<file path="config.mk">
export PLATFORM = sky130hd
export DESIGN_NAME = instr_loader
export DESIGN_NICKNAME = d
export VERILOG_FILES = /design/src/rtl/instr_loader.sv
export SDC_FILE = /design/constraint.sdc
export NUM_CORES = 1
export LEC_CHECK = 0
export ABC_AREA = 1
export ABC_CLOCK_PERIOD_IN_PS = 3300
export BUFFER_PORTS_ARGS = -buffer_cell sky130_fd_sc_hd__buf_2
export CELL_PAD_IN_SITES_DETAIL_PLACEMENT = 1
export CELL_PAD_IN_SITES_GLOBAL_PLACEMENT = 2
export CORE_MARGIN = 2
export CORE_UTILIZATION = 35
export DETAILED_ROUTE_END_ITERATION = 8
export HOLD_SLACK_MARGIN = 0.06
export PLACE_DENSITY = 0.83
export SYNTH_ARGS = -nofsm -noshare
export SYNTH_HDL_FRONTEND = slang
export SYNTH_SLANG_ARGS = --single-unit
</file>
<file path="constraint.sdc">
create_clock -name clk -period 3.3 [get_ports clk]
set_input_delay 0.33 -clock clk [delete_from_list [all_inputs] [get_ports clk]]
set_output_delay 0.33 -clock clk [all_outputs]
set_load 0.005 [all_outputs]
</file>
<file path="src/rtl/instr_loader.sv">
// Instruction image loader: assembles a host byte stream (length, words, checksum)
// into instruction words, writes them from address 0, and releases the CPU once verified.
module instr_loader #(
  parameter int WORD_SIZE = 16,
  parameter int ADDR_SIZE = 8
) (
  input  logic                 clk,
  input  logic                 reset_n,
  input  logic [7:0]           in_data,
  input  logic                 in_valid,
  output logic                 in_ready,
  output logic                 wr_en,
  output logic [ADDR_SIZE-1:0] wr_addr,
  output logic [WORD_SIZE-1:0] wr_data,
  output logic                 run,
  output logic                 error
);

  localparam int BYTES  = WORD_SIZE / 8;
  localparam int BCNT_W = $clog2(BYTES);
  localparam int CMP_W  = WORD_SIZE + ADDR_SIZE + 1;
  localparam logic [CMP_W-1:0]  MEM_DEPTH_W = CMP_W'(1) << ADDR_SIZE;
  localparam logic [BCNT_W-1:0] LAST_BYTE   = BCNT_W'(BYTES - 1);

  typedef enum logic [2:0] {S_LEN, S_DATA, S_CHK, S_DONE, S_ERROR} state_t;

  state_t                 state, state_next;
  logic [BCNT_W-1:0]      byte_cnt;
  logic [WORD_SIZE-9:0]   shift_lo;
  logic [WORD_SIZE-1:0]   word_next;
  logic [WORD_SIZE-1:0]   len;
  logic [ADDR_SIZE:0]     word_cnt;
  logic [7:0]             checksum;
  logic                   accept, word_done, last_word;

  // The byte being accepted completes the word combinationally, so decisions
  // on the length and the write data need no extra cycle.
  assign word_next = {shift_lo, in_data};
  assign in_ready  = reset_n && (state == S_LEN || state == S_DATA || state == S_CHK);
  assign accept    = in_valid && in_ready;
  assign word_done = accept && (state == S_LEN || state == S_DATA) && (byte_cnt == LAST_BYTE);
  assign last_word = (CMP_W'(word_cnt) + CMP_W'(1)) == CMP_W'(len);
  assign run       = (state == S_DONE);
  assign error     = (state == S_ERROR);

  // NOTE: next state gets its default first so no path through the case infers a latch.
  always_comb begin
    state_next = state;
    case (state)
      S_LEN: begin
        if (word_done) begin
          if (word_next == '0)                       state_next = S_CHK;
          else if (CMP_W'(word_next) > MEM_DEPTH_W)  state_next = S_ERROR;
          else                                       state_next = S_DATA;
        end
      end
      S_DATA:  if (word_done && last_word) state_next = S_CHK;
      S_CHK:   if (accept) state_next = (in_data == checksum) ? S_DONE : S_ERROR;
      default: state_next = state;
    endcase
  end

  // NOTE: all state updates use non-blocking assignments so every register samples pre-edge values.
  always_ff @(posedge clk) begin
    if (!reset_n) begin
      state    <= S_LEN;
      byte_cnt <= '0;
      shift_lo <= '0;
      len      <= '0;
      word_cnt <= '0;
      checksum <= '0;
      wr_en    <= 1'b0;
      wr_addr  <= '0;
      wr_data  <= '0;
    end else begin
      state <= state_next;
      wr_en <= 1'b0;
      if (accept && state != S_CHK) begin
        checksum <= checksum + in_data;
        shift_lo <= word_next[WORD_SIZE-9:0];
        byte_cnt <= word_done ? '0 : byte_cnt + 1'b1;
      end
      if (word_done && state == S_LEN) len <= word_next;
      if (word_done && state == S_DATA) begin
        wr_en    <= 1'b1;
        wr_addr  <= word_cnt[ADDR_SIZE-1:0];
        wr_data  <= word_next;
        word_cnt <= word_cnt + 1'b1;
      end
    end
  end

endmodule

</file>
==> flow_summary.yaml <==
status:
  run_status: "finished, final reports clean"
critical_path:
  cp_common_cell: "sky130_fd_sc_hd__inv_2"
  setup.worst_path.start_class: "flop"
  timing.critical_path.slowest_stage_cell: "sky130_fd_sc_hd__nor2_8"
  crit_path_cells: "inv_2 -> o211ai_1 -> inv_2 -> nand2_2 -> nor2_4 -> buf_4 -> nand2_4 -> nor2_8 -> inv_2 -> a21oi_1 -> nor2_1"
  max_stage_delay_ps: 560
  worst-setup-path-type: "flop to flop"
  timing.critical_path.buf_inv: 4
  cp_data_required_time_ps: 3510
  crit_path_max_fanout: 64
  critical_path.endpoint_type: "flop"
  worstPathArrival_ps: 2470
  timing.critical_path.max_delay_family: "simple AND/OR/NAND/NOR gates"
timing:
  fin_worst_skew_ps: 9.87
  maxClockFrequency_mhz: 442
  layout_min_cycle_time_ps: 2260
  rsz0062_at_grt: "no"
  final_min_period_over_clock_period_pct: 68.6
  fin_tns_setup_ps: 0
  final-max-slew-violation-count: 0
  setup_viol: 0
  worst_pin_slew_ps: 748
  final-hold-violation-count: 0
  hold-worst-slack_ps: 334
  maxSlewHeadroom_pct: 50.2
clock_tree:
  h-tree-depth: 3
  cts_hold_buf: 0
  cts_post_setup_buffers_inserted: 0
  clk_path_buf_depth: 2
  post_cts_resize_count: 0
  worstSkewPairLatency_ps: 330
  clockRootBuffer: "sky130_fd_sc_hd__clkbuf_8"
  cts_tree: "done"
  clkSinkCount: 70
  clk_pin_slew_ps: 80
  cts_made_buffers: 9
logic_synthesis:
  synth.yosys.warnings: 0
  ys_seq_area_share_pct: 42.4
  synth_area_mm2: 0.00331
  ys_seq_elements: 70
  synth_enable_flop_cells: 0
  yosys.cell_count.top_type: "sky130_fd_sc_hd__dfxtp_1"
  synthTopCellsByArea: "sky130_fd_sc_hd__dfxtp_1 (42%), sky130_fd_sc_hd__a21oi_1 (9.8%), sky130_fd_sc_hd__o21ai_0 (7.1%), sky130_fd_sc_hd__nand2_1 (6.5%), sky130_fd_sc_hd__inv_1 (6.2%)"
  post_synth_most_frequent_cells: "sky130_fd_sc_hd__dfxtp_1 (70), sky130_fd_sc_hd__a21oi_1 (65), sky130_fd_sc_hd__nand2_1 (57), sky130_fd_sc_hd__inv_1 (55), sky130_fd_sc_hd__o21ai_0 (47)"
  post_synthesis_instance_total: 455
  yosysTopAreaCell: "sky130_fd_sc_hd__dfxtp_1"
  synth_fp_nets: 475
  syn-mean-instance-area_um2: 7.27
  postSynth.topFlopCell: "sky130_fd_sc_hd__dfxtp_1"
  post_synth_num_cell_types: 29
  netlist.area_leader.share_pct: 42.4
  async_flop_share_pct: 0
detailed_routing:
  dr.pass1.iters: 4
  final_ant_viol_nets: 0
  detail_route.wl_per_cell_um: 14.6
  dr_vias: 3038
  first_iter_violations: 103
  remaining_drc_errors: 0
  route.detailed.vias_per_inst: 5.05
  total_routed_wirelength_um: 8790
global_route:
  first_pass_grt_wire_length_um: 14700
  number_of_antenna_violations_at_the_first_check_in_global_routing: 0
  grt.total_usage_pct: 18.2
  pin_count_of_the_biggest_net_entering_global_routing: 65
  gr-total-overflow: 0
  first_global_vias: 3084
pwr:
  power.density_mw_per_mm2: 490
  leakage_nw: 1.70
  internal-power_mw: 1.39
  power.share.clock_pct: 42.5
  ir_drop_mv: 0.212
  power_frac_seq_pct: 47.9
  comb_power_share_pct: 9.6
  switching_power_mw: 0.452
  netSwitchingFraction_pct: 24.5
cells_and_area:
  final_nets: 506
  layout-area-overhead-vs-synth_pct: 13.8
  fin_util_pct: 40.9
  proportion_of_layout_cells_with_a_drive_suffix_above_1_pct: 14.9
  layout.cell_area.non_filler_mm2: 0.00376
  final_cells: 601
  final.fill_count: 1165
  antenna_cells_inserted: 0
placement:
  portBuffers: 38
  postPlaceCellArea_mm2: 0.00354
  place_congestion: 0.867
  placed_cells_incl_taps: 586
  place_hpwl_um: 6430
die:
  height_of_the_die_um: 101
  io_pins: 39
  die_width_um: 101
  die_area_mm2: 0.0102
  fp-row-count: 35
  initial_core_util_pct: 36.0
  core_area_mm2: 0.00920
min_path:
  hold_path_class: "input pin to flop"
job:
  cap_violations: 0
## worst reg2reg max path: cells and delay by family, from the launching register on
kind            cells  cell delay [ps]
buf+inv             4              610
flops               1              360
simple gates        5              890
compound gates      2              300
## power groups by stage
stage               combinational [mW]  sequential, mW  clock (mW)
finish                           0.178           0.882       0.782
floorplan                        0.127           0.898           0
global route                     0.204           0.885       0.834
CTS                              0.180           0.882       0.806
global placement                 0.173           0.901           0
detailed placement               0.180           0.902           0
## final timing paths
| check | slack (ps) | endpoint | from | cells past startpoint |
|---|---|---|---|---|
| setup / recovery | 1040 | wr_addr[0] | state[2] | 11 |
| hold / removal | 330 | state[1] | in_valid | 4 |
| setup reg to reg | 1040 | wr_addr[0] | state[2] | 11 |
| hold reg to reg | 480 | len[6] | len[6] | 2 |
## per-layer routing
| metal | wire length, um | vias to the layer above | track usage [%] |
|---|---|---|---|
| met3 | 230 | 11 | 4.55 |
| met2 | 4390 | 42 | 32.2 |
| met1 | 4060 | 1419 | 22.3 |
| met4 | 99 | 0 | 4.26 |
| met5 | 0 | - | 0 |
| li1 | - | 1566 | - |
## cells by family after synthesis
group	count (synthesis)	share of synthesized area, %
AND/OR/NAND/NOR	157	21.6
flip-flops	70	42.4
buffers and inverters	81	10.3
XOR/XNOR	6	1.59
adder cells (fa/ha/maj)	9	3.63
AO/OA/AOI/OAI	132	20.5
## layout make-up
type                       count  area, um2  area share, %
multi-input combinational    304       1570           41.6
sequential                    70       1400           37.2
inverter                      61        229           6.08
timing repair buffer          40        205           5.45
clock buffer                  12        155           4.12
tap                          111        139           3.69
clock inverter                 3       67.6           1.80
## cells in the final DEF (no fill, tap or decap), types with 2 or more instances in the layout
cell	instances
sky130_fd_sc_hd__inv_1	55
sky130_fd_sc_hd__nor2_2	4
sky130_fd_sc_hd__nand2_2	4
sky130_fd_sc_hd__o21ai_0	47
sky130_fd_sc_hd__nor3_1	4
sky130_fd_sc_hd__nand3_1	29
sky130_fd_sc_hd__o21ai_1	10
sky130_fd_sc_hd__clkbuf_8	11
sky130_fd_sc_hd__dfxtp_1	70
sky130_fd_sc_hd__inv_2	6
sky130_fd_sc_hd__xor2_1	6
sky130_fd_sc_hd__a21oi_1	65
sky130_fd_sc_hd__o211ai_1	4
sky130_fd_sc_hd__buf_2	38
sky130_fd_sc_hd__buf_4	2
sky130_fd_sc_hd__nand2_1	57
sky130_fd_sc_hd__a31oi_1	5
sky130_fd_sc_hd__nor2_1	46
sky130_fd_sc_hd__ha_1	8
sky130_fd_sc_hd__nand4_1	7
sky130_fd_sc_hd__bufinv_16	2
## registers in the layout, summed over array words and instances (netlist names)
| signal | flops |
|---|---|
| checksum | 8 |
| wr_en | 1 |
| word_cnt | 9 |
| state | 3 |
| byte_cnt | 1 |
| shift_lo | 8 |
| wr_data | 16 |
| len | 16 |
| wr_addr | 8 |
## per-stage QoR
stage,worst slack (ps),power (mW)
2_1_floorplan,1560,1.02
3_3_place_gp,1110,1.07
3_5_place_dp,1020,1.08
4_1_cts,995,1.87
5_1_grt,748,1.92
6_report,1040,1.84
(Power assumes the default switching activity.)
